**config.mk**
```make
export PLATFORM = sky130hd
export DESIGN_NAME = i2c_req_arbiter_flat
export DESIGN_NICKNAME = d
export VERILOG_FILES = /design/src/rtl/i2c_req_arbiter_pkg.sv /design/src/rtl/i2c_req_arbiter_if.sv /design/src/rtl/i2c_rr_pick.sv /design/src/rtl/i2c_req_arbiter.sv /design/src/flat_wrapper.sv
export SDC_FILE = /design/constraint.sdc
export NUM_CORES = 1
export LEC_CHECK = 0
export BUFFER_PORTS_ARGS = -buffer_cell sky130_fd_sc_hd__buf_4
export CAP_MARGIN = 15
export CORE_ASPECT_RATIO = 1.2
export CORE_MARGIN = 2
export CORE_UTILIZATION = 48
export DETAILED_ROUTE_END_ITERATION = 10
export GPL_ROUTABILITY_DRIVEN = 0
export PLACE_DENSITY = 0.77
export SYNTH_ARGS = -nofsm -noshare
export SYNTH_HDL_FRONTEND = slang
export SYNTH_SLANG_ARGS = --single-unit
export TNS_END_PERCENT = 20
```
**constraint.sdc**
```tcl
create_clock -name clk -period 2.2 [get_ports clk]
set_input_delay 0.11 -clock clk [delete_from_list [all_inputs] [get_ports clk]]
set_output_delay 0.11 -clock clk [all_outputs]
set_load 0.01 [all_outputs]
```
**src/rtl/i2c_req_arbiter_pkg.sv**
```systemverilog
// Shared types and sizes for the I2C request arbiter slice.
package i2c_arb_pkg;
  localparam int NUM_REQ = 3;
  localparam int ADDR_W  = 7;
  localparam int DATA_W  = 8;

  typedef enum logic [1:0] {
    ST_IDLE  = 2'd0,
    ST_ISSUE = 2'd1,
    ST_WAIT  = 2'd2,
    ST_RESP  = 2'd3
  } arb_state_t;

  function automatic logic [1:0] onehot_to_idx(input logic [NUM_REQ-1:0] oh);
    onehot_to_idx = 2'd0;
    for (int i = 0; i < NUM_REQ; i++) begin
      if (oh[i]) onehot_to_idx = 2'(i);
    end
  endfunction
endpackage

```
**src/rtl/i2c_req_arbiter_if.sv**
```systemverilog
// Requester-side and translator-side signals of the arbiter.
// master = arbiter, slave = requesters plus translator.
interface i2c_req_arbiter_if;
  import i2c_arb_pkg::*;

  logic [NUM_REQ-1:0]        req_valid;
  logic [NUM_REQ*ADDR_W-1:0] req_addr;
  logic [NUM_REQ-1:0]        req_rw;
  logic [NUM_REQ*DATA_W-1:0] req_wr_data;
  logic [NUM_REQ-1:0]        req_grant;
  logic [NUM_REQ-1:0]        req_done;
  logic [DATA_W-1:0]         req_rd_data;
  logic                      req_ack_error;

  logic                      up_start;
  logic [ADDR_W-1:0]         up_addr;
  logic                      up_rw;
  logic [DATA_W-1:0]         up_wr_data;
  logic [DATA_W-1:0]         up_rd_data;
  logic                      up_busy;
  logic                      up_done;
  logic                      up_ack_error;

  modport master (
    input  req_valid, req_addr, req_rw, req_wr_data,
    input  up_rd_data, up_busy, up_done, up_ack_error,
    output req_grant, req_done, req_rd_data, req_ack_error,
    output up_start, up_addr, up_rw, up_wr_data
  );

  modport slave (
    output req_valid, req_addr, req_rw, req_wr_data,
    output up_rd_data, up_busy, up_done, up_ack_error,
    input  req_grant, req_done, req_rd_data, req_ack_error,
    input  up_start, up_addr, up_rw, up_wr_data
  );
endinterface

```
**src/rtl/i2c_rr_pick.sv**
```systemverilog
// Combinational round-robin pick: first valid requester at or after rr_ptr, wrapping.
module i2c_rr_pick
  import i2c_arb_pkg::*;
(
  input  logic [NUM_REQ-1:0] req_valid,
  input  logic [1:0]         rr_ptr,
  output logic [NUM_REQ-1:0] winner
);
  int idx;

  // Walk offsets from farthest to nearest so the nearest valid requester wins last.
  always_comb begin
    winner = '0;
    idx    = 0;
    for (int k = NUM_REQ - 1; k >= 0; k--) begin
      idx = (int'(rr_ptr) + k) % NUM_REQ;
      if (req_valid[idx]) begin
        winner      = '0;
        winner[idx] = 1'b1;
      end
    end
  end
endmodule

```
**src/rtl/i2c_req_arbiter.sv**
```systemverilog
// Round-robin arbiter sharing one I2C translator between three requesters.
// Optional WAIT watchdog enabled by defining I2C_ARB_TIMEOUT_EN.
//
// state    | meaning
// ST_IDLE  | no owner; accept a request when translator is not busy
// ST_ISSUE | up_start pulse to translator
// ST_WAIT  | waiting for up_done, collecting NACKs
// ST_RESP  | req_done pulse to owner, advance rr pointer
module i2c_req_arbiter #(
  parameter int NUM_REQ        = 3,
  parameter int TIMEOUT_CYCLES = 1024
) (
  input logic               clk,
  input logic               rst,
  i2c_req_arbiter_if.master bus
);
  import i2c_arb_pkg::*;

  if (NUM_REQ != i2c_arb_pkg::NUM_REQ) begin : g_num_req_check
    $error("i2c_req_arbiter: NUM_REQ is fixed at 3");
  end
  if (TIMEOUT_CYCLES < 2) begin : g_timeout_check
    $error("i2c_req_arbiter: TIMEOUT_CYCLES must be at least 2");
  end

  arb_state_t         state;
  logic [1:0]         rr_ptr;
  logic [1:0]         owner;
  logic [1:0]         win_idx;
  logic [NUM_REQ-1:0] winner;
  logic               err_sticky;

`ifdef I2C_ARB_TIMEOUT_EN
  localparam int TMO_W = $clog2(TIMEOUT_CYCLES);
  logic [TMO_W-1:0] tmo_cnt;
`endif

  i2c_rr_pick u_pick (
    .req_valid (bus.req_valid),
    .rr_ptr    (rr_ptr),
    .winner    (winner)
  );

  assign win_idx = onehot_to_idx(winner);

  always_ff @(posedge clk) begin
    if (rst) begin
      state             <= ST_IDLE;
      rr_ptr            <= 2'd0;
      owner             <= 2'd0;
      err_sticky        <= 1'b0;
      bus.req_grant     <= '0;
      bus.req_done      <= '0;
      bus.req_rd_data   <= '0;
      bus.req_ack_error <= 1'b0;
      bus.up_start      <= 1'b0;
      bus.up_addr       <= '0;
      bus.up_rw         <= 1'b0;
      bus.up_wr_data    <= '0;
`ifdef I2C_ARB_TIMEOUT_EN
      tmo_cnt           <= '0;
`endif
    end else begin
      case (state)
        ST_IDLE: begin
          if ((|bus.req_valid) && !bus.up_busy) begin
            bus.req_grant  <= winner;
            owner          <= win_idx;
            bus.up_addr    <= bus.req_addr[int'(win_idx)*ADDR_W +: ADDR_W];
            bus.up_rw      <= bus.req_rw[win_idx];
            bus.up_wr_data <= bus.req_wr_data[int'(win_idx)*DATA_W +: DATA_W];
            bus.up_start   <= 1'b1;
            err_sticky     <= 1'b0;
`ifdef I2C_ARB_TIMEOUT_EN
            tmo_cnt        <= TMO_W'(TIMEOUT_CYCLES - 1);
`endif
            state          <= ST_ISSUE;
          end
        end
        ST_ISSUE: begin
          bus.up_start <= 1'b0;
          state        <= ST_WAIT;
        end
        ST_WAIT: begin
          // Translator flags NACK a cycle ahead of up_done, so hold it here.
          err_sticky <= err_sticky | bus.up_ack_error;
          if (bus.up_done) begin
            bus.req_done      <= bus.req_grant;
            bus.req_rd_data   <= bus.up_rd_data;
            bus.req_ack_error <= err_sticky | bus.up_ack_error;
            state             <= ST_RESP;
          end
`ifdef I2C_ARB_TIMEOUT_EN
          else if (tmo_cnt == '0) begin
            bus.req_done      <= bus.req_grant;
            bus.req_rd_data   <= '0;
            bus.req_ack_error <= 1'b1;
            state             <= ST_RESP;
          end else begin
            tmo_cnt <= tmo_cnt - 1'b1;
          end
`endif
        end
        ST_RESP: begin
          bus.req_done  <= '0;
          bus.req_grant <= '0;
          rr_ptr        <= (owner == 2'(NUM_REQ - 1)) ? 2'd0 : owner + 2'd1;
          state         <= ST_IDLE;
        end
        default: state <= ST_IDLE;
      endcase
    end
  end
endmodule

```
**src/flat_wrapper.sv**
```systemverilog
// flat-port wrapper written by rule: the top's interface ports become plain ports
module i2c_req_arbiter_flat import i2c_arb_pkg::*;
#(
  parameter int NUM_REQ        = 3,
  parameter int TIMEOUT_CYCLES = 1024
)
  (clk, rst, bus_req_valid, bus_req_addr, bus_req_rw, bus_req_wr_data, bus_up_rd_data, bus_up_busy, bus_up_done, bus_up_ack_error, bus_req_grant, bus_req_done, bus_req_rd_data, bus_req_ack_error, bus_up_start, bus_up_addr, bus_up_rw, bus_up_wr_data);
  i2c_req_arbiter_if bus_i ();
  input logic clk;
  input logic rst;
  input wire logic [$bits(bus_i.req_valid)-1:0] bus_req_valid;
  input wire logic [$bits(bus_i.req_addr)-1:0] bus_req_addr;
  input wire logic [$bits(bus_i.req_rw)-1:0] bus_req_rw;
  input wire logic [$bits(bus_i.req_wr_data)-1:0] bus_req_wr_data;
  input wire logic [$bits(bus_i.up_rd_data)-1:0] bus_up_rd_data;
  input wire logic [$bits(bus_i.up_busy)-1:0] bus_up_busy;
  input wire logic [$bits(bus_i.up_done)-1:0] bus_up_done;
  input wire logic [$bits(bus_i.up_ack_error)-1:0] bus_up_ack_error;
  output wire logic [$bits(bus_i.req_grant)-1:0] bus_req_grant;
  output wire logic [$bits(bus_i.req_done)-1:0] bus_req_done;
  output wire logic [$bits(bus_i.req_rd_data)-1:0] bus_req_rd_data;
  output wire logic [$bits(bus_i.req_ack_error)-1:0] bus_req_ack_error;
  output wire logic [$bits(bus_i.up_start)-1:0] bus_up_start;
  output wire logic [$bits(bus_i.up_addr)-1:0] bus_up_addr;
  output wire logic [$bits(bus_i.up_rw)-1:0] bus_up_rw;
  output wire logic [$bits(bus_i.up_wr_data)-1:0] bus_up_wr_data;
  assign bus_i.req_valid = bus_req_valid;
  assign bus_i.req_addr = bus_req_addr;
  assign bus_i.req_rw = bus_req_rw;
  assign bus_i.req_wr_data = bus_req_wr_data;
  assign bus_i.up_rd_data = bus_up_rd_data;
  assign bus_i.up_busy = bus_up_busy;
  assign bus_i.up_done = bus_up_done;
  assign bus_i.up_ack_error = bus_up_ack_error;
  assign bus_req_grant = bus_i.req_grant;
  assign bus_req_done = bus_i.req_done;
  assign bus_req_rd_data = bus_i.req_rd_data;
  assign bus_req_ack_error = bus_i.req_ack_error;
  assign bus_up_start = bus_i.up_start;
  assign bus_up_addr = bus_i.up_addr;
  assign bus_up_rw = bus_i.up_rw;
  assign bus_up_wr_data = bus_i.up_wr_data;
  i2c_req_arbiter #(.NUM_REQ(NUM_REQ), .TIMEOUT_CYCLES(TIMEOUT_CYCLES)) u_core (.clk(clk), .rst(rst), .bus(bus_i));
endmodule
```
After elaboration in Yosys (flattened, before gate mapping)
Cells that the tools add are included.

storage, ports and cells
  bits of input ports = 64
  word-level logic and storage cells = 87
  output and inout bits = 32
  flip-flop bits (word level) = 39

cells by class
  mux-type cells = 34
  add/sub/neg operators = 3
  shifts and indexed selects = 2
  magnitude comparators = 7
  multipliers = 1
  equality and inequality tests = 6
  div/mod/pow operators = 3
  bitwise gates (word level) = 1
  reduce and logical (&&, ||, !) cells = 18

operators by type and width
  kind                                                                                   count
  32-bit by 1-bit greater-or-equal comparator with 1-bit output (second input constant)  3
  32-bit by 4-bit less-than comparator with 1-bit output (second input constant)         3
  32-bit by 3-bit remainder unit with 32-bit output (second input constant)              2
  3-bit by 3-bit remainder unit with 32-bit output (second input constant)               1
  21-bit by 32-bit indexed part select with 7-bit output                                 1
  24-bit by 6-bit indexed part select with 8-bit output                                  1
  3-bit two-way mux                                                                      5
  2-bit AND reduction                                                                    7
  1-bit two-way mux                                                                      13
  3-bit one-hot mux with 2 select lines                                                  2
  1-bit binary-select mux with 2-bit select                                              4
  2-bit two-way mux                                                                      4
  2-bit one-hot mux with 4 select lines                                                  1
  2-bit nonzero test                                                                     4
  1-bit demux with 2-bit select                                                          3
  2-bit == test (second input constant)                                                  3
  2-bit by 3-bit multiplier with 5-bit output (second input constant)                    1
  1-bit logical AND                                                                      4
  1-bit one-hot mux with 2 select lines                                                  2
  2-bit by 1-bit adder with 3-bit output (second input constant)                         1
  2-bit by 2-bit adder with 3-bit output (second input constant)                         1
  2-bit by 3-bit less-than comparator with 1-bit output (second input constant)          1
  3-bit OR reduction                                                                     1
  2-bit by 1-bit adder with 2-bit output (second input constant)                         1
  6 further kinds                                                                        6

Longest topological paths before layout
Gate-level depths: netlist (run 1).

  depth in word-level cells = 13
  depth in mapped cells = 10
  mapped depth without buffers = 7

Modules after synthesis
Synthesis (run 1) repeated with hierarchy kept, for this count alone.

second synthesis, totals
  cells, all modules = 241
  area total of the unflattened synthesis = 2105.8 µm²

modules (own cells, without submodules)
  module           cells each  area an instance (µm²)  seq. area each (µm²)  times used
  i2c_req_arbiter  209         1853.0                  780.7                 1
  i2c_rr_pick      32          252.7                   0.0                   1

Worst setup path after synthesis (run 1)
OpenSTA, ideal clock, no wires.

  path kind = register -> register
  from = register u_core.rr_ptr[0]
  to = register u_core.bus.up_addr[0]
  arrival time = 1.929 ns
  period minus slack after synthesis = 2.008 ns
  cell stages (with the launch flop) = 10
  data required time = 2.121 ns
  setup time = 0.079 ns
  path buffers = 2
  slack = 0.192 ns
  path through = dfxtp_1 > inv_1 > ha_1 > clkbuf_1 > nor2b_1 > o221ai_2 > and2_1 > nand3_2 > buf_2 > o211ai_1

between the ends
  longest elaborated chain between the ends = 13
  elaborated cells on any way between the ends = 36
  those cells by class = 2 x add/sub; 1 x mul; 3 x div; 6 x order compare; 1 x shift; 20 x mux; 3 x reduce/logical

ends and longest elaborated chain
  what                                                                                                                                                                  line                       text
  start: declaration                                                                                                                                                    i2c_req_arbiter.sv:27      logic [1:0] rr_ptr;
  start signal: assignment                                                                                                                                              i2c_req_arbiter.sv:107     rr_ptr <= (owner == 2'(NUM_REQ - 1)) ? 2'd0 : owner + 2'd1;
  2-bit by 2-bit adder with 3-bit output                                                                                                                                i2c_rr_pick.sv:16          idx = (int'(rr_ptr) + k) % NUM_REQ;
  32-bit by 3-bit remainder unit with 32-bit output                                                                                                                     i2c_rr_pick.sv:16
  32-bit by 1-bit greater-or-equal comparator with 1-bit output (not written as such) / 32-bit by 4-bit less-than comparator with 1-bit output (equally long branches)  i2c_rr_pick.sv:19          winner[idx] = 1'b1;
  1-bit logical AND (not written as such)                                                                                                                               i2c_rr_pick.sv:19
  1-bit two-way mux (not written as such)                                                                                                                               i2c_rr_pick.sv:19
  1-bit demux with 2-bit select                                                                                                                                         i2c_rr_pick.sv:19
  3-bit two-way mux (2 in series)                                                                                                                                       i2c_rr_pick.sv:17          if (req_valid[idx]) begin
  3-bit two-way mux *                                                                                                                                                   i2c_rr_pick.sv:17
  1-bit two-way mux                                                                                                                                                     i2c_req_arbiter_pkg.sv:17  if (oh[i]) onehot_to_idx = 2'(i);
  2-bit two-way mux *                                                                                                                                                   i2c_req_arbiter_pkg.sv:17
  2-bit by 3-bit multiplier with 5-bit output *                                                                                                                         i2c_req_arbiter.sv:69      bus.up_addr <= bus.req_addr[int'(win_idx)*ADDR_W +: ADDR_W];
  21-bit by 32-bit indexed part select with 7-bit output *                                                                                                              i2c_req_arbiter.sv:69
  end signal: assignment                                                                                                                                                i2c_req_arbiter.sv:69
  end: declaration                                                                                                                                                      i2c_req_arbiter_if.sv:28   output up_start, up_addr, up_rw, up_wr_data

Mark *: on every way between the ends. The rest lies on a longest branch, timed or not. The select of a mux whose other input is x is not followed.
A chain may end at the register's enable or synchronous reset.

Worst setup path after layout (run 1)
  from = register u_core.state[0]
  to = register u_core.bus.up_addr[3]

between the ends
  longest elaborated chain between the ends = 2

ends and longest elaborated chain
  what                           line                   text
  start: declaration             i2c_req_arbiter.sv:26  arb_state_t state;
  start signal: assignment       i2c_req_arbiter.sv:48  state <= ST_IDLE;
  start signal: assignment       i2c_req_arbiter.sv:77  state <= ST_ISSUE;
  start signal: assignment       i2c_req_arbiter.sv:82  state <= ST_WAIT;
  2-bit zero test                i2c_req_arbiter.sv:64  case (state)
  2-bit AND reduction (no line)  -

Every way passes these cells.

==> run summary, run 1 <==
initial antenna violation count -> 0
fin. max-slew vios -> 0
detailed placement HPWL -> 4800 um
Worst Path Max Fanout -> 16
Psw -> 0.000914 W
Clock Sinks -> 39
vias in the first global route -> 2473
area delta synth->final -> 41.5%
H-Tree Depth -> 2
Post-synth EDFFs -> 0
Worst-path clk slew -> 0.08 ns
post-synthesis net count -> 355
Seq/Total Area, Yosys -> 33.8%
first-pass GRT wire length -> 10800 um
Synth top area share -> 33.8%
final cell count without fillers -> 436
met2 wire length -> 3470 um
die area -> 5380 um2
Post-synth top cells -> dfxtp_1 (39), nor2_1 (32), nand2_1 (26)
WL/cell -> 15.2 um
FFs w/ async S/R, synth -> 0%
nets -> 450
fin crit share -> 93.9%
Starting DRT DRC Count -> 116
Residual DRC -> 0
hold path depth -> 3
Hold Crit Class -> in2reg
final setup violation count -> 0
Synth cell types -> 42
Clock Tree Root -> clkbuf_8
total core area -> 4590 um2
postcts setup bufs -> 0
Antenna Nets Post-Route -> 0
Sw Share -> 34.9%
final core occ -> 71.1%
Die H -> 80.0 um
internal power -> 0.00170 W
CTS Buf Count -> 5
Worst slew margin -> 56.2%
Worst R2R Path Depth -> 8
GR Overflow Total -> 0
CP Data Required Time -> 2.42 ns
clock network fraction of total power -> 24.0%
Pleak -> 1.32 nW
sequential share of power -> 34.7%
Period minus WS final -> 2.07 ns
skew final -> 0.00612 ns
syn_area_per_cell -> 8.19 um2
largest net degree at the start of global routing -> 34
count leader, synth -> dfxtp_1
Yosys reg bits -> 39
clock insertion delay at the later pin of the skew report -> 0.30 ns
fmax -> 0.484 GHz
Cell Count Post-Placement -> 428
Peak VDD IR -> 0.446 mV
Row Count -> 27
mapped cell area -> 2310 um2
Combinational Power Share -> 41.3%
Most used DFF post-synth -> dfxtp_1
drt total wl -> 6640 um
met1 wire length -> 2560 um
worst-case clock buffer depth -> 2
via count -> 2545
RSZ-0062 raised after global routing -> false
first drt pass iteration count -> 4
main area contributors after synthesis -> dfxtp_1 (34%), mux2i_1 (9.5%), a22oi_1 (5.2%)
Max-Cap Viols -> 0
PD cells -> 801 nW/um2
Max Used Layer -> met4
Starting Density -> 50.2%
final hold vios -> 0
antenna cells -> 0
Worst Tran Pin Value -> 0.652 ns
# IOs -> 96
Arr. time, crit path -> 2.29 ns
DR WL met3 -> 519 um
via/cell ratio -> 5.84
critical setup path kind -> reg2reg
share of cells above drive strength 1 -> 33.1%
I/O Buffers -> 95
Die W -> 67.3 um
synth warn -> 0
Total Routing Usage GR -> 25.8%
Syn Inst Count -> 282
CTS tree -> yes
dominant cell type by area after synthesis -> dfxtp_1
status -> complete, no violations
endpoint type of the worst setup path -> register
Worst setup SP type -> register
-- layout by cell type (no fill, tap or decap), drive strengths merged, types with 2 or more instances in the layout --
cell     instances
a31oi           16
mux2i           22
nand2           26
nor2            33
a22oi           16
inv              6
a2bb2oi          2
o21ai            6
o211ai          16
nor3             4
nor2b            6
and3b            2
nand3b           2
ha               9
buf            107
clkbuf           6
a221oi           3
a21oi           18
o32ai            2
nand3           18
and2             4
dfxtp           39
-- registers in the layout (all words and copies together), names as in the netlist --
name / flops
u_core.bus.req_rd_data: 8
u_core.bus.up_wr_data: 8
u_core.bus.up_addr: 7
u_core.bus.req_done: 3
u_core.bus.req_grant: 3
u_core.owner: 2
u_core.rr_ptr: 2
u_core.state: 2
u_core.bus.req_ack_error: 1
u_core.bus.up_rw: 1
u_core.bus.up_start: 1
u_core.err_sticky: 1
-- power groups by stage --
| stage | combinational [W] | sequential, W | clock (W) |
|---|---|---|---|
| after global placement | 0.00104 | 0.000923 | 0 |
| after global routing | 0.00118 | 0.000925 | 0.000669 |
| after CTS | 0.00107 | 0.000908 | 0.000633 |
| after detailed placement | 0.00106 | 0.000922 | 0 |
| final | 0.00108 | 0.000909 | 0.000627 |
| after floorplan | 0.000593 | 0.000952 | 0 |
-- path summary, 6_finish.rpt --
| kind | start | endpoint | slack, ns |
|---|---|---|---|
| setup reg to reg | u_core.state[0] | u_core.bus.up_addr[3] | 0.13 |
| hold / removal | bus_req_addr[15] | u_core.bus.up_addr[1] | 0.05 |
| hold reg to reg | u_core.bus.req_rd_data[5] | u_core.bus.req_rd_data[5] | 0.46 |
| setup / recovery | u_core.state[0] | u_core.bus.up_addr[3] | 0.13 |
-- routing by layer --
metal,vias up,global-route usage [%]
met5,-,0
met4,0,7.55
met3,9,6.35
met2,111,47.4
met1,1194,28.7
li1,1231,-
-- through the flow --
step,setup TNS (ns),worst slack (ns),power (W),cell area (um2),hold WS (ns)
2_1_floorplan,0,0.192,0.00155,2310,0.246
3_3_place_gp,0,0.137,0.00196,3130,0.362
3_5_place_dp,-0.0183,-0.0183,0.00198,3130,0.365
4_1_cts,0,0.0271,0.00261,3250,0.0504
5_1_grt,0,0.0243,0.00277,3270,0.0558
6_report,0,0.134,0.00262,3270,0.0521
-- cell type report --
type	instances	area, um2
clock buffer	6	82.6
clock inverter	2	35.0
fill	396	1330
inverter	6	22.5
multi-input combinational	218	1430
sequential	39	781
tap	58	72.6
timing repair buffer	107	841
-- timing repair --
action,in CTS,in global routing
setup endpoints to repair,16,18
resized for setup,1,5
pin swaps,0,0
hold buffers,0,0
hold endpoints to repair,0,0
-- cell families (layout without fill, tap and decap cells) --
family / Yosys count / after routing / share of synthesized area [%]
and+or+nand+nor: 99 / 99 / 20.4
muxes: 22 / 22 / 9.54
AOI/OAI and AO/OA: 88 / 88 / 26.4
DFF: 39 / 39 / 33.8
buffers and inverters: 25 / 121 / 4.93
adders and majority gates: 9 / 9 / 4.88
-- worst max-delay path, cell delays in order (launching register included) --
cell and delay [ns]:
dfxtp_1 0.33, inv_1 0.12, ha_2 0.24, inv_2 0.08
or4_4 0.57, and3b_1 0.30, buf_12 0.16, nand3_1 0.08
o211ai_1 0.10
No activity file was read; power rests on OpenSTA's default activity.
==> inputs of run 2 (changes only) <==
--- a/config.mk
+++ b/config.mk
@@ -9,10 +9,10 @@
 export CAP_MARGIN = 15
 export CORE_ASPECT_RATIO = 1.2
 export CORE_MARGIN = 2
-export CORE_UTILIZATION = 48
+export CORE_UTILIZATION = 52
 export DETAILED_ROUTE_END_ITERATION = 10
 export GPL_ROUTABILITY_DRIVEN = 0
-export PLACE_DENSITY = 0.77
+export PLACE_DENSITY = 0.83
 export SYNTH_ARGS = -nofsm -noshare
 export SYNTH_HDL_FRONTEND = slang
 export SYNTH_SLANG_ARGS = --single-unit
==> constraint.sdc (replaced) <==
create_clock -name clk -period 2.7 [get_ports clk]
set_input_delay 0.135 -clock clk [delete_from_list [all_inputs] [get_ports clk]]
set_output_delay 0.135 -clock clk [all_outputs]
set_load 0.01 [all_outputs]
==> run summary, run 2 (same netlist as run 1, synthesis figures left out) <==
Worst slew margin -> 45.7% (-10 points)
reg-to-reg setup timing slack -> 0.47 ns (+0.34 ns)
DR WL met3 -> 472 um (-9.1%)
Worst Path Max Fanout -> 17 (+1)
endpoint type of the worst setup path -> register
Worst setup SP type -> register
Arr. time, crit path -> 2.44 ns (+0.15 ns)
fin. max-slew vios -> 0 (unchanged)
final setup violation count -> 0 (unchanged)
status -> complete, no violations
clock insertion delay at the later pin of the skew report -> 0.29 ns (about the same)
Die W -> 64.8 um (-3.7%)
nets -> 442 (-1.8%)
Period minus WS final -> 2.23 ns (+0.164 ns)
total core area -> 4260 um2 (-7.2%)
final hold vios -> 0 (unchanged)
Peak VDD IR -> 0.435 mV (-2.5%)
fmax -> 0.448 GHz (-7.3%)
most frequent cells in the layout -> buf_4 (99), dfxtp_1 (39), nor2_1 (32)
met1 wire length -> 2420 um (-5.4%)
Max-Cap Viols -> 0 (unchanged)
Starting DRT DRC Count -> 95 (-18%)
Residual DRC -> 0 (unchanged)
Hold Crit Class -> in2reg
leading cell type in the layout, fill and taps excluded -> buf_4
CP Data Required Time -> 2.91 ns (+0.49 ns)
GR Overflow Total -> 0 (unchanged)
critical path's slowest cell -> nor3_1
H-Tree Depth -> 2 (unchanged)
Worst Tran Pin Value -> 0.814 ns (+0.162 ns)
CTS tree -> yes
# hold bufs at CTS -> 0 (unchanged)
Pleak -> 1.25 nW (-5.4%)
# IOs -> 96 (unchanged)
antenna cells -> 0 (unchanged)
share of cells above drive strength 1 -> 30.3% (-2.8 points)
largest net degree at the start of global routing -> 33 (-2.9%)
Cell Count Post-Placement -> 418 (-2.3%)
initial antenna violation count -> 0 (unchanged)
crit-path cells -> inv_1 > ha_1 > inv_2 > nor3_1 > nand3_2 > o211ai_1
drt total wl -> 6290 um (-5.2%)
Row Count -> 26 (-3.7%)
WL/cell -> 14.8 um (-3.0%)
Starting Density -> 54.2% (+3.9 points)
post_cts resized -> 0 (-1)
fin crit share -> 82.6% (-11 points)
Antenna Nets Post-Route -> 0 (unchanged)
biggest regs -> u_core.bus.req_rd_data x8, u_core.bus.up_wr_data x8, u_core.bus.up_addr x7
postcts setup bufs -> 0 (unchanged)
via count -> 2431 (-4.5%)
total design power -> 0.00194 W (-26%)
Clock Sinks -> 39 (unchanged)
first drt pass iteration count -> 4 (unchanged)
final cell count without fillers -> 426 (-2.3%)
skew final -> 0.0100 ns (+0.00391 ns)
CTS Buf Count -> 5 (unchanged)
largest stage delay on the critical path -> 0.56 ns (about the same)
met2 wire length -> 3290 um (-5.4%)
Clock Tree Root -> clkbuf_8
vias in the first global route -> 2307 (-6.7%)
area delta synth->final -> 35.0%
setup_tns -> 0 ns (unchanged)
Max Used Layer -> met4
Total Routing Usage GR -> 25.2% (-0.65 points)
die area -> 4990 um2 (-7.3%)
detailed placement HPWL -> 4630 um (-3.5%)
I/O Buffers -> 95 (unchanged)
RSZ-0062 raised after global routing -> false
worst-case clock buffer depth -> 2 (unchanged)
Die H -> 77.0 um (-3.7%)
PD cells -> 624 nW/um2 (-22%)
critical setup path kind -> reg2reg
first-pass GRT wire length -> 10200 um (-5.5%)
via/cell ratio -> 5.71 (-2.2%)
Worst-path clk slew -> 0.08 ns (about the same)
## run 2: area by class of cell
cell class / instances / area (um2)
clock inverter: 2 / 12.5
timing repair buffer: 99 / 743
clock buffer: 6 / 72.6
inverter: 6 / 22.5
multi-input combinational: 218 / 1410
sequential: 39 / 781
tap: 56 / 70.1
fill: 358 / 1150
## run 2: worst max-delay path, delay by kind of cell (launching register included)
family	cells	cell delay, ns
AND/OR/NAND/NOR	2	1.03
flip-flops	1	0.34
AO/OA/AOI/OAI	1	0.30
buffers and inverters	2	0.21
adder cells (fa/ha/maj)	1	0.26
## run 2: per-layer routing
layer / vias to the layer above / global-route usage, %
li1: 1218 / -
met1: 1098 / 27.5
met2: 102 / 46.2
met3: 13 / 5.72
met4: 0 / 9.57
met5: - / 0
## run 2: path summary, 6_finish.rpt
kind	startpoint	end	cells past startpoint
worst max-delay path	u_core.state[0]	u_core.bus.up_addr[1]	6
worst min-delay path	bus_req_addr[17]	u_core.bus.up_addr[3]	3
worst max register to register	u_core.state[0]	u_core.bus.up_addr[1]	6
worst min register to register	u_core.bus.req_rd_data[6]	u_core.bus.req_rd_data[6]	2
## run 2: power by group
part	switching [W]	internal [W]	leakage, nW
combinational	0.000448	0.000365	0.887
clock	0.000208	0.000181	0.0412
sequential	0.0000668	0.000675	0.318
## run 2: stage by stage
stage               util (%)  hold WS [ns]  cell area [um2]  worst slack (ns)
floorplan                  -         0.271             2310             0.692
CTS                     73.1        0.0882             3120             0.474
global placement        71.1         0.385             3030             0.525
detailed placement      71.1         0.389             3030             0.486
finish                  73.1        0.0884             3120             0.470
global route            73.1        0.0905             3120             0.200
==> inputs of run 3 (changes only) <==
--- a/config.mk
+++ b/config.mk
@@ -5,14 +5,15 @@
 export SDC_FILE = /design/constraint.sdc
 export NUM_CORES = 1
 export LEC_CHECK = 0
+export ABC_AREA = 1
 export BUFFER_PORTS_ARGS = -buffer_cell sky130_fd_sc_hd__buf_4
 export CAP_MARGIN = 15
 export CORE_ASPECT_RATIO = 1.2
 export CORE_MARGIN = 2
-export CORE_UTILIZATION = 52
+export CORE_UTILIZATION = 49
 export DETAILED_ROUTE_END_ITERATION = 10
 export GPL_ROUTABILITY_DRIVEN = 0
-export PLACE_DENSITY = 0.83
+export PLACE_DENSITY = 0.77
 export SYNTH_ARGS = -nofsm -noshare
 export SYNTH_HDL_FRONTEND = slang
 export SYNTH_SLANG_ARGS = --single-unit
==> constraint.sdc (replaced) <==
create_clock -name clk -period 2.3 [get_ports clk]
set_input_delay 0.115 -clock clk [delete_from_list [all_inputs] [get_ports clk]]
set_output_delay 0.115 -clock clk [all_outputs]
set_load 0.01 [all_outputs]
==> run summary, run 3 <==
fin crit share -> 89.1% (+6.5 points)
antenna cells -> 0 (unchanged)
CTS Buf Count -> 5 (unchanged)
# hold bufs at CTS -> 0 (unchanged)
die area -> 5650 um2 (+13%)
CP Data Required Time -> 2.54 ns (-0.37 ns)
Pleak -> 1.83 nW (+47%)
Syn Inst Count -> 377 (+34%)
leading cell type in the layout, fill and taps excluded -> nand2_1
Worst Tran Pin Value -> 0.469 ns (-0.345 ns)
GR Overflow Total -> 0 (unchanged)
Post-synth top cells -> nand2_1 (101), inv_1 (71), dfxtp_1 (39)
drt total wl -> 6280 um (-0.25%)
biggest regs -> u_core.bus.req_rd_data x8, u_core.bus.up_wr_data x8, u_core.bus.up_addr x7
synth warn -> 0 (unchanged)
Period minus WS final -> 2.05 ns (-0.181 ns)
fin worst setup slack -> 0.252 ns (-0.219 ns)
Worst-path clk slew -> 0.08 ns (about the same)
H-Tree Depth -> 2 (unchanged)
syn_area_per_cell -> 6.58 um2 (-20%)
Synth top area share -> 31.5% (-2.4 points)
FFs w/ async S/R, synth -> 0% (unchanged)
fmax -> 0.488 GHz (+8.9%)
pre-CTS setup slack -> 0.214 ns (-0.272 ns)
most frequent cells in the layout -> nand2_1 (101), buf_4 (100), inv_1 (71)
Antenna Nets Post-Route -> 0 (unchanged)
I/O Buffers -> 95 (unchanged)
post-synthesis net count -> 450 (+27%)
Residual DRC -> 0 (unchanged)
Peak VDD IR -> 0.469 mV (+7.8%)
first drt pass iteration count -> 4 (unchanged)
Clock Sinks -> 39 (unchanged)
Starting DRT DRC Count -> 95 (unchanged)
setup_tns -> 0 ns (unchanged)
dominant cell type by area after synthesis -> dfxtp_1
Clock Tree Root -> clkbuf_8
register area -> 781 um2 (unchanged)
total core area -> 4900 um2 (+15%)
PD cells -> 978 nW/um2 (+57%)
RSZ-0062 raised after global routing -> false
vias in the first global route -> 2411 (+4.5%)
status -> complete, no violations
largest stage delay on the critical path -> 0.38 ns (-0.18 ns)
Seq/Total Area, Yosys -> 31.5% (-2.4 points)
Worst slew margin -> 68.4% (+23 points)
Worst setup SP type -> register
WL/cell -> 11.7 um (-21%)
skew final -> 0.00567 ns (-0.00435 ns)
Multi-input gate area -> 1290 um2 (-9.0%)
share of cells above drive strength 1 -> 34.7% (+4.5 points)
Most used DFF post-synth -> dfxtp_1
initial antenna violation count -> 0 (unchanged)
Die W -> 69.0 um (+6.4%)
detailed placement HPWL -> 4520 um (-2.4%)
main area contributors after synthesis -> dfxtp_1 (31%), nand2_1 (15%), inv_1 (11%)
Post-synth EDFFs -> 0 (unchanged)
Arr. time, crit path -> 2.29 ns (-0.15 ns)
clock insertion delay at the later pin of the skew report -> 0.30 ns (about the same)
fin. max-slew vios -> 0 (unchanged)
final hold vios -> 0 (unchanged)
Worst Path Max Fanout -> 7 (-10)
critical path's slowest cell -> dfxtp_1
Yosys reg bits -> 39 (unchanged)
mapped cell area -> 2480 um2 (+7.5%)
Die H -> 82.0 um (+6.4%)
final setup violation count -> 0 (unchanged)
via/cell ratio -> 4.77 (-16%)
Hold Crit Class -> in2reg
Starting Density -> 50.6% (-3.6 points)
# fillers -> 428 (+20%)
via count -> 2551 (+4.9%)
endpoint type of the worst setup path -> register
CTS tree -> yes
Hold Slack -> 0.0743 ns (-0.0141 ns)
worst-case clock buffer depth -> 2 (unchanged)
Total Routing Usage GR -> 23.3% (-1.9 points)
nets -> 547 (+24%)
crit-path cells -> inv_1 > ha_2 > inv_2 > nand2_1 > o21ai_1 > o21ai_2 > nand2_2 > nand2_4 > nor2_8 > buf_12 > nand2_2 > nand2_1 > inv_1 > a21oi_2
Max-Cap Viols -> 0 (unchanged)
Row Count -> 28 (+7.7%)
critical setup path kind -> reg2reg
count leader, synth -> nand2_1
area delta synth->final -> 36.3%
largest net degree at the start of global routing -> 29 (-12%)
first-pass GRT wire length -> 10100 um (-0.95%)
# IOs -> 96 (unchanged)
Synth cell types -> 32 (-24%)
## run 3: kinds of logic (layout without fill, tap and decap cells)
group,count (synthesis),after routing,synth area share (%)
AOI/OAI and AO/OA,55,55,14.0
DFF,39,39,31.5
adders and majority gates,9,9,4.54
and+or+nand+nor,178,178,33.2
buffers and inverters,96,194,16.8
## run 3: final cells by class
| cell class | instances | share of cell area (%) |
|---|---|---|
| Clock buffer | 6 | 2.15 |
| Clock inverter | 2 | 1.78 |
| Inverter | 84 | 9.36 |
| Multi-Input combinational cell | 242 | 38.0 |
| Sequential cell | 39 | 23.1 |
| Tap cell | 60 | 2.22 |
| Timing Repair Buffer | 102 | 23.4 |
## run 3: final timing paths
check	startpoint	end	slack, ns	depth (start not counted)
worst max-delay path	u_core.rr_ptr[0]	u_core.bus.up_rw	0.25	14
worst min-delay path	bus_up_rd_data[2]	u_core.bus.req_rd_data[2]	0.07	3
worst max register to register	u_core.rr_ptr[0]	u_core.bus.up_rw	0.25	14
worst min register to register	u_core.bus.req_done[2]	u_core.bus.req_done[2]	0.46	2
## run 3: report_power, final
group	switching, W	internal (W)	leakage (nW)	total [W]
Clock	0.000252	0.000434	0.0654	0.000686
Sequential	0.000101	0.000846	0.318	0.000946
Combinational	0.000990	0.000685	1.45	0.00168
Total	0.00134	0.00196	1.83	0.00331
## run 3: layer usage
layer	GRT usage [%]	vias to the layer above	wire length, um
li1	-	1335	-
met1	25.0	1133	2620
met2	44.2	76	3150
met3	5.48	7	416
met4	6.47	0	83
met5	0	-	0
## run 3: through the flow
| stage | power (W) | cell area (um2) | std cells | util, % |
|---|---|---|---|---|
| after floorplan | 0.00212 | 2480 | 377 | - |
| after CTS | 0.00325 | 3310 | 529 | 67.5 |
| after global routing | 0.00356 | 3380 | 535 | 69.0 |
| final | 0.00331 | 3380 | 535 | 69.0 |
| after global placement | 0.00253 | 3180 | 521 | 64.8 |
| after detailed placement | 0.00256 | 3180 | 521 | 64.8 |
## run 3: timing repair
item,in CTS,in global routing
setup buffers,0,6
endpoints found under the setup margin,0,8
resized for setup,0,1
## run 3: worst max-delay path: cells and delay by family, from the launching register on
family                   cells  cell delay, ns
AO/OA/AOI/OAI                3            0.36
adder cells (fa/ha/maj)      1            0.32
buffers and inverters        4            0.38
flip-flops                   1            0.38
AND/OR/NAND/NOR              6            0.56
